[config.mk]
export PLATFORM = sky130hd
export DESIGN_NAME = dh_peer_rx
export DESIGN_NICKNAME = d
export VERILOG_FILES = /design/src/rtl/dh_pkg.sv /design/src/rtl/dh_peer_rx_mod_mul.sv /design/src/rtl/dh_peer_rx.sv
export SDC_FILE = /design/constraint.sdc
export NUM_CORES = 2
export LEC_CHECK = 0
export CORE_ASPECT_RATIO = 0.5
export CORE_UTILIZATION = 55
export DETAILED_ROUTE_END_ITERATION = 10
export GPL_TIMING_DRIVEN = 0
export PLACE_DENSITY = 0.75
export SLEW_MARGIN = 5
export SYNTH_ARGS = -nofsm -noshare
export SYNTH_HDL_FRONTEND = slang
export SYNTH_HIERARCHICAL = 1
export SYNTH_SLANG_ARGS = --single-unit
[constraint.sdc]
create_clock -name clk -period 11.2 [get_ports clk]
set_input_delay 3.36 -clock clk [delete_from_list [all_inputs] [get_ports clk]]
set_output_delay 3.36 -clock clk [all_outputs]
set_load 0.1 [all_outputs]
[src/rtl/dh_pkg.sv]
// Shared definitions for the Diffie-Hellman exchange blocks (receive and transmit sides).
package dh_pkg;

    localparam int DH_WIDTH     = 100;
    localparam int DH_EXP_WIDTH = DH_WIDTH + 1;
    localparam int DH_NBYTES    = (DH_WIDTH + 7) / 8;

    typedef enum logic [2:0] {
        S_RECV,
        S_FLUSH,
        S_CHECK,
        S_SQR,
        S_MUL,
        S_DONE
    } dh_state_t;

    // mod_mul handshake: a one-cycle start is sampled only while idle; done pulses
    // mm_latency() cycles later and r stays valid until the next accepted start.
    // A requester that issues start and captures on done spends op_cycles() per product.
    function automatic int mm_latency(input int width);
        return width + 1;
    endfunction

    function automatic int op_cycles(input int width);
        return width + 2;
    endfunction

endpackage

[src/rtl/dh_peer_rx_mod_mul.sv]
// Modular multiplier r = a*b mod p, interleaved shift-add, MSB-first over a.
// Operands must be < p; one iteration per cycle, WIDTH iterations per product.
module mod_mul
    import dh_pkg::*;
#(
    parameter int WIDTH = DH_WIDTH
) (
    input  logic             clk,
    input  logic             rst,
    input  logic             start,
    input  logic [WIDTH-1:0] a,
    input  logic [WIDTH-1:0] b,
    input  logic [WIDTH-1:0] p,
    output logic [WIDTH-1:0] r,
    output logic             done
);

    localparam int RW = WIDTH + 2;
    localparam int CW = (WIDTH > 1) ? $clog2(WIDTH) : 1;

    logic             busy;
    logic [WIDTH-1:0] a_q;
    logic [RW-1:0]    b_q;
    logic [RW-1:0]    p_q;
    logic [RW-1:0]    acc;
    logic [RW-1:0]    sum;
    logic [RW-1:0]    sub1;
    logic [RW-1:0]    nxt;
    logic [CW-1:0]    cnt;

    // One shift-add step; 2r+b < 3p so two conditional subtractions restore r < p
    always_comb begin
        sum  = (acc << 1) + (a_q[WIDTH-1] ? b_q : '0);
        sub1 = (sum >= p_q) ? sum - p_q : sum;
        nxt  = (sub1 >= p_q) ? sub1 - p_q : sub1;
    end

    // Load on start when idle, then iterate WIDTH times and pulse done on the last step
    always_ff @(posedge clk) begin
        if (rst) begin
            busy <= 1'b0;
            done <= 1'b0;
            a_q  <= '0;
            b_q  <= '0;
            p_q  <= '0;
            acc  <= '0;
            cnt  <= '0;
        end else begin
            done <= 1'b0;
            if (!busy) begin
                if (start) begin
                    busy <= 1'b1;
                    a_q  <= a;
                    b_q  <= RW'(b);
                    p_q  <= RW'(p);
                    acc  <= '0;
                    cnt  <= CW'(WIDTH - 1);
                end
            end else begin
                acc <= nxt;
                a_q <= a_q << 1;
                if (cnt == '0) begin
                    busy <= 1'b0;
                    done <= 1'b1;
                end else begin
                    cnt <= cnt - 1'b1;
                end
            end
        end
    end

    assign r = acc[WIDTH-1:0];

endmodule

[src/rtl/dh_peer_rx.sv]
// Receives the peer public value Y as an LSB-first byte stream, range-checks it
// against p, and computes Y^priv mod p with a fixed-latency square-and-always-multiply.
module dh_peer_rx
    import dh_pkg::*;
#(
    parameter int WIDTH     = DH_WIDTH,
    parameter int EXP_WIDTH = WIDTH + 1
) (
    input  logic                 clk,
    input  logic                 rst,
    input  logic [WIDTH-1:0]     prime,
    input  logic [EXP_WIDTH-1:0] priv_exp,
    input  logic [7:0]           rx_data,
    input  logic                 rx_valid,
    input  logic                 rx_last,
    output logic                 rx_ready,
    output logic [WIDTH-1:0]     secret,
    output logic                 secret_valid,
    input  logic                 secret_ack,
    output logic                 err_invalid,
    output logic                 busy
);

    localparam int NBYTES   = (WIDTH + 7) / 8;
    localparam int YW       = NBYTES * 8;
    localparam int PAD_BITS = YW - WIDTH;
    localparam int BCW      = (NBYTES > 1) ? $clog2(NBYTES) : 1;
    localparam int IW       = (EXP_WIDTH > 1) ? $clog2(EXP_WIDTH) : 1;

    localparam logic [BCW-1:0] LAST_BYTE = BCW'(NBYTES - 1);
    localparam logic [7:0]     PAD_MASK  = 8'hFF << (8 - PAD_BITS);

    dh_state_t            state;
    logic [BCW-1:0]       byte_cnt;
    logic [YW-1:0]        y_ext;
    logic [YW-1:0]        prime_ext;
    logic [WIDTH-1:0]     p_q;
    logic [EXP_WIDTH-1:0] e_q;
    logic [WIDTH-1:0]     acc;
    logic [IW-1:0]        bit_idx;
    logic                 mm_start;
    logic                 mm_done;
    logic [WIDTH-1:0]     mm_b;
    logic [WIDTH-1:0]     mm_r;
    logic                 xfer;
    logic                 y_ok;

    assign xfer      = rx_valid && rx_ready;
    assign prime_ext = YW'(prime);
    assign y_ok      = (y_ext >= YW'(2)) && (y_ext <= prime_ext - YW'(2));
    assign mm_b      = (state == S_MUL) ? y_ext[WIDTH-1:0] : acc;

    mod_mul #(.WIDTH(WIDTH)) u_mod_mul (
        .clk   (clk),
        .rst   (rst),
        .start (mm_start),
        .a     (acc),
        .b     (mm_b),
        .p     (p_q),
        .r     (mm_r),
        .done  (mm_done)
    );

    // Frame reception, range check, exponentiation sequencing and result handshake
    always_ff @(posedge clk) begin
        if (rst) begin
            state        <= S_RECV;
            byte_cnt     <= '0;
            y_ext        <= '0;
            p_q          <= '0;
            e_q          <= '0;
            acc          <= '0;
            bit_idx      <= '0;
            mm_start     <= 1'b0;
            secret       <= '0;
            secret_valid <= 1'b0;
            err_invalid  <= 1'b0;
            busy         <= 1'b0;
            rx_ready     <= 1'b0;
        end else begin
            mm_start    <= 1'b0;
            err_invalid <= 1'b0;
            unique case (state)
                S_RECV: begin
                    rx_ready <= 1'b1;
                    busy     <= 1'b0;
                    if (xfer) begin
                        y_ext[8*byte_cnt +: 8] <= rx_data;
                        if (byte_cnt == LAST_BYTE) begin
                            byte_cnt <= '0;
                            if (!rx_last) begin
                                state <= S_FLUSH;
                            end else if ((rx_data & PAD_MASK) != 8'h00) begin
                                err_invalid <= 1'b1;
                            end else begin
                                state    <= S_CHECK;
                                rx_ready <= 1'b0;
                                busy     <= 1'b1;
                            end
                        end else if (rx_last) begin
                            byte_cnt    <= '0;
                            err_invalid <= 1'b1;
                        end else begin
                            byte_cnt <= byte_cnt + 1'b1;
                        end
                    end
                end
                S_FLUSH: begin
                    if (xfer && rx_last) begin
                        err_invalid <= 1'b1;
                        state       <= S_RECV;
                    end
                end
                S_CHECK: begin
                    p_q <= prime;
                    e_q <= priv_exp;
                    if (y_ok) begin
                        acc      <= WIDTH'(1);
                        bit_idx  <= IW'(EXP_WIDTH - 1);
                        mm_start <= 1'b1;
                        state    <= S_SQR;
                    end else begin
                        err_invalid <= 1'b1;
                        rx_ready    <= 1'b1;
                        busy        <= 1'b0;
                        state       <= S_RECV;
                    end
                end
                S_SQR: begin
                    if (mm_done) begin
                        acc      <= mm_r;
                        mm_start <= 1'b1;
                        state    <= S_MUL;
                    end
                end
                // Product is always computed; the exponent bit only selects whether it is kept
                S_MUL: begin
                    if (mm_done) begin
                        if (e_q[bit_idx]) begin
                            acc <= mm_r;
                        end
                        if (bit_idx == '0) begin
                            busy  <= 1'b0;
                            state <= S_DONE;
                        end else begin
                            bit_idx  <= bit_idx - 1'b1;
                            mm_start <= 1'b1;
                            state    <= S_SQR;
                        end
                    end
                end
                S_DONE: begin
                    if (!secret_valid) begin
                        secret       <= acc;
                        secret_valid <= 1'b1;
                    end else if (secret_ack) begin
                        secret_valid <= 1'b0;
                        rx_ready     <= 1'b1;
                        state        <= S_RECV;
                    end
                end
                default: begin
                    state <= S_RECV;
                end
            endcase
        end
    end

endmodule

==> Implementation_results.wiki <==
{| class="wikitable"
! Metric !! Value
|-
| Design Power || 15.3 mW
|-
| Sinks on the clock net || 934
|-
| Worst slew margin relative to its limit || -7.07%
|-
| Crit path kind || reg -> reg
|-
| Clk Latency, worst-skew pair || 0.73 ns
|-
| Overall die height || 241 um
|-
| Run status || finished, violations left
|-
| Share of async-settable or async-resettable flops after synthesis || 0%
|-
| Mapped Avg Cell Area || 7.29 um^2
|-
| Cell variety after synth || 90
|-
| Worst setup slack for register-to-register paths || -0.42 ns
|-
| Pin count of the biggest net entering global routing || 17
|-
| Netlist area before placement || 63100 um^2
|-
| Hold WS || 0.445 ns
|-
| Commonest register cell after synthesis || sky130_fd_sc_hd__dfxtp_1
|-
| Crit path DAT || 12.21 ns
|-
| Max_cap viols || 5
|-
| Pleak || 30.8 nW
|-
| Critical path startpoint category || register
|-
| Min-Delay Startpoint || p_q[55]
|-
| Setup repair after global routing missed its margin || yes
|-
| Hold violation total from the final report || 0
|-
| Area taken by multi-input logic gates || 42800 um^2
|-
| CTS tree || yes
|-
| CP max stage delay || 0.60 ns
|-
| Count of pins over their slew limit || 36
|-
| Drt initial violations || 10900
|-
| Final-layout fill cell count || 9781
|-
| Via/cell ratio || 6.44
|-
| Synth-to-layout area growth || 18.5%
|-
| Synthesized netlist net count || 9284
|-
| Mean routed wirelength per cell || 26.8 um
|-
| Number of global-route vias before repair || 61100
|-
| Core Area || 113000 um^2
|-
| Failing checks || max-capacitance violations, max-slew violations, negative setup slack
|-
| Layout Utilization || 66.0%
|-
| Share of cells above drive strength 1 || 9.44%
|-
| Category of the worst setup path capture point || register
|-
| Antenna Violating Nets Remaining || 0
|-
| Remaining global-route overflow || 0
|-
| Routed vias || 68900
|-
| Final nets || 9751
|-
| Tightest Hold Check Type || reg -> reg
|-
| Clock-pin slew on the worst setup and hold paths || 0.07 ns
|-
| Achievable Freq || 0.0861 GHz
|-
| Library cell contributing the largest single delay on the critical path || sky130_fd_sc_hd__a21oi_1
|-
| Slew at the pin closest to its max-slew limit || 1.59 ns
|-
| Critical register-to-register path endpoint || u_mod_mul/acc[81]
|-
| Initial core utilization || 55.7%
|-
| Setup ws final || -0.420 ns
|-
| H-tree lvl count || 3
|-
| Post-synth EDFFs || 0
|-
| Standard-cell row count || 87
|-
| Post-Syn Instances || 8656
|-
| Root buffer cell || sky130_fd_sc_hd__clkbuf_16
|-
| Sequential fraction of the synthesis area || 29.6%
|-
| Reg2Reg Depth || 51
|-
| Min Tclk post-route || 11.62 ns
|-
| Initial antenna violation count || 22
|-
| First-pass GRT wire length || 405 mm
|-
| Power density relative to cell area || 205 nW/um^2
|-
| Placed insts || 10500
|-
| Clock Path Buffers || 3
|-
| Input/output buffers || 312
|-
| Drc violations || 0
|-
| Ports placed on the boundary || 318
|-
| Die footprint || 116000 um^2
|-
| Data required time at the worst endpoint || 11.79 ns
|-
| Post-DP HPWL || 226 mm
|-
| Largest driver fanout on the critical path || 11
|-
| Pre-Repair DR Iteration Count || 6
|-
| Aggregate routed wire length || 287 mm
|-
| Overall routing resource usage || 47.3%
|-
| Number of buffers inserted during clock tree synthesis || 85
|-
| RR Startpoint || u_mod_mul/a_q[99]
|-
| Clock skew after layout || 0.0386 ns
|-
| Final setup violation count || 100
|-
| Final Wtd Congestion || 1.08
|-
| Warnings, synthesis || 6
|-
| Die outline width || 481 um
|-
| Hold-critical path endpoint || u_mod_mul/p_q[55]
|-
| Number of register bits inferred by synthesis || 934
|-
| Period utilization || 104%
|-
| Worst-case vdd ir drop || 0.000411 V
|-
| Number of instances on the worst hold path || 2
|-
| Fin cells || 10700
|-
| Register area || 18700 um^2
|}
==> per-layer routing <==
metal / routed length, um / global-route usage (%) / up-vias
met5: 116 / 0.490 / -
met4: 15100 / 21.3 / 6
met3: 44400 / 17.2 / 834
met2: 110000 / 64.9 / 4603
met1: 117000 / 65.2 / 32700
li1: - / - / 30800
==> cells by family (layout without fill, tap and decap cells) <==
family,count (synthesis),in the layout,synth area share [%]
compound gates,2131,2131,19.7
buf+inv,866,1405,5.89
simple gates,3543,3543,24.7
flops,934,934,29.6
other cells,0,6,0
xor+xnor,380,380,5.28
mux,388,388,6.59
fa+ha+maj,414,414,8.25
==> worst max-delay path by stage <==
stage | start | endpoint | slack (ns)
6_report | u_mod_mul/a_q[99] | u_mod_mul/acc[81] | -0.42
5_1_grt | u_mod_mul/a_q[99] | u_mod_mul/acc[81] | -0.41
4_1_cts | u_mod_mul/a_q[99] | u_mod_mul/acc[81] | -0.004
3_5_place_dp | u_mod_mul/a_q[99] | u_mod_mul/acc[84] | -6.19
3_3_place_gp | u_mod_mul/a_q[99] | u_mod_mul/acc[83] | -6.74
2_1_floorplan | u_mod_mul/a_q[99] | u_mod_mul/acc[68] | 1.39
==> flip-flops by register name (all words and copies together) (netlist names) <==
signal	count
y_ext	104
e_q	101
secret_valid	1
bit_idx	7
u_mod_mul/done	1
u_mod_mul/a_q	100
acc	100
secret	100
mm_start	1
u_mod_mul/acc	101
rx_ready	1
state	3
byte_cnt	4
u_mod_mul/p_q	100
p_q	100
err_invalid	1
u_mod_mul/cnt	7
busy	1
u_mod_mul/busy	1
u_mod_mul/b_q	100
==> cells in the mapped netlist, drive strengths merged (25+ instances only) <==
master	number	area [um^2]
a31oi	43	269
o21a	50	375
nor2	634	2390
and2	125	782
xor2	148	1300
a21o	156	1170
clkbuf	487	1830
o31ai	25	188
nor2b	29	181
dfxtp	934	18700
nor4	78	522
o21bai	62	465
nand3	153	766
a211oi	58	435
and3	43	270
inv	211	792
mux2	37	417
or3	31	215
nand2	1957	7350
o211ai	35	263
o21ai	395	1980
buf	168	1090
xnor2	232	2030
a21oi	1111	5570
nand2b	141	885
nor3	119	596
nand4	137	857
mux2i	333	3330
ha	411	5140
==> through the flow <==
step / TNS [ns] / instance area, um^2 / setup WS [ns]
after detailed placement: -610.02 / 68200 / -6.19
after floorplan: 0 / 63100 / 1.39
after global placement: -675.03 / 68100 / -6.74
after global routing: -30.87 / 74700 / -0.412
final: -29.69 / 74700 / -0.420
after CTS: -0.00431 / 73400 / -0.00431
==> layout by cell type (no fill, tap or decap), types with 29 or more instances in the layout <==
cell and count:
sky130_fd_sc_hd__o211ai_1 35, sky130_fd_sc_hd__xnor2_1 227, sky130_fd_sc_hd__a21oi_1 1074, sky130_fd_sc_hd__buf_2 31
sky130_fd_sc_hd__o21bai_1 60, sky130_fd_sc_hd__buf_4 211, sky130_fd_sc_hd__nor3_1 102, sky130_fd_sc_hd__nand4_1 137
sky130_fd_sc_hd__clkbuf_16 93, sky130_fd_sc_hd__o21ai_2 29, sky130_fd_sc_hd__mux2_2 36, sky130_fd_sc_hd__nand3_1 143
sky130_fd_sc_hd__inv_1 209, sky130_fd_sc_hd__a21o_1 156, sky130_fd_sc_hd__o21ai_0 295, sky130_fd_sc_hd__a211oi_1 46
sky130_fd_sc_hd__and3_1 37, sky130_fd_sc_hd__clkbuf_1 414, sky130_fd_sc_hd__o21a_1 49, sky130_fd_sc_hd__ha_1 358
sky130_fd_sc_hd__o21ai_1 66, sky130_fd_sc_hd__nand2b_1 138, sky130_fd_sc_hd__xor2_1 146, sky130_fd_sc_hd__nand2_1 1945
sky130_fd_sc_hd__a21oi_2 29, sky130_fd_sc_hd__ha_2 32, sky130_fd_sc_hd__nor2_1 619, sky130_fd_sc_hd__nor4_1 62
sky130_fd_sc_hd__and2_1 122, sky130_fd_sc_hd__mux2i_1 306, sky130_fd_sc_hd__dfxtp_1 933, sky130_fd_sc_hd__a31oi_1 36
sky130_fd_sc_hd__clkdlybuf4s50_1 312
==> power breakdown <==
| part | switching, mW | total, mW | internal, mW | leakage [nW] |
|---|---|---|---|---|
| Combinational | 5.00 | 8.71 | 3.71 | 21.9 |
| Clock | 1.50 | 3.23 | 1.72 | 1.45 |
| Sequential | 0.0207 | 3.36 | 3.34 | 7.53 |
==> layout make-up <==
cell class / instances / share of cell area (%)
multi-input combinational: 6856 / 57.3
antenna: 6 / 0.0201
buffer: 587 / 4.07
sequential: 934 / 25.0
tap: 1513 / 2.53
clock buffer: 116 / 3.20
inverter: 211 / 1.06
timing repair buffer: 448 / 6.00
clock inverter: 43 / 0.798
==> critical path, delay by kind of cell, from the launching register on <==
| family | cells | cell delay [ns] |
|---|---|---|
| xor+xnor | 1 | 0.09 |
| fa+ha+maj | 3 | 0.90 |
| buf+inv | 15 | 2.64 |
| simple gates | 14 | 2.98 |
| flops | 1 | 0.39 |
| compound gates | 17 | 4.10 |
| mux | 1 | 0.29 |
==> timing repair <==
item                                    CTS  global route
cloned                                    6             2
pin swaps                                73            90
buffers inserted                         72            57
hold buffers                              0             0
gates resized for setup                 386           235
endpoints found under the setup margin  101           101
Power figures use the tool's default switching activity.
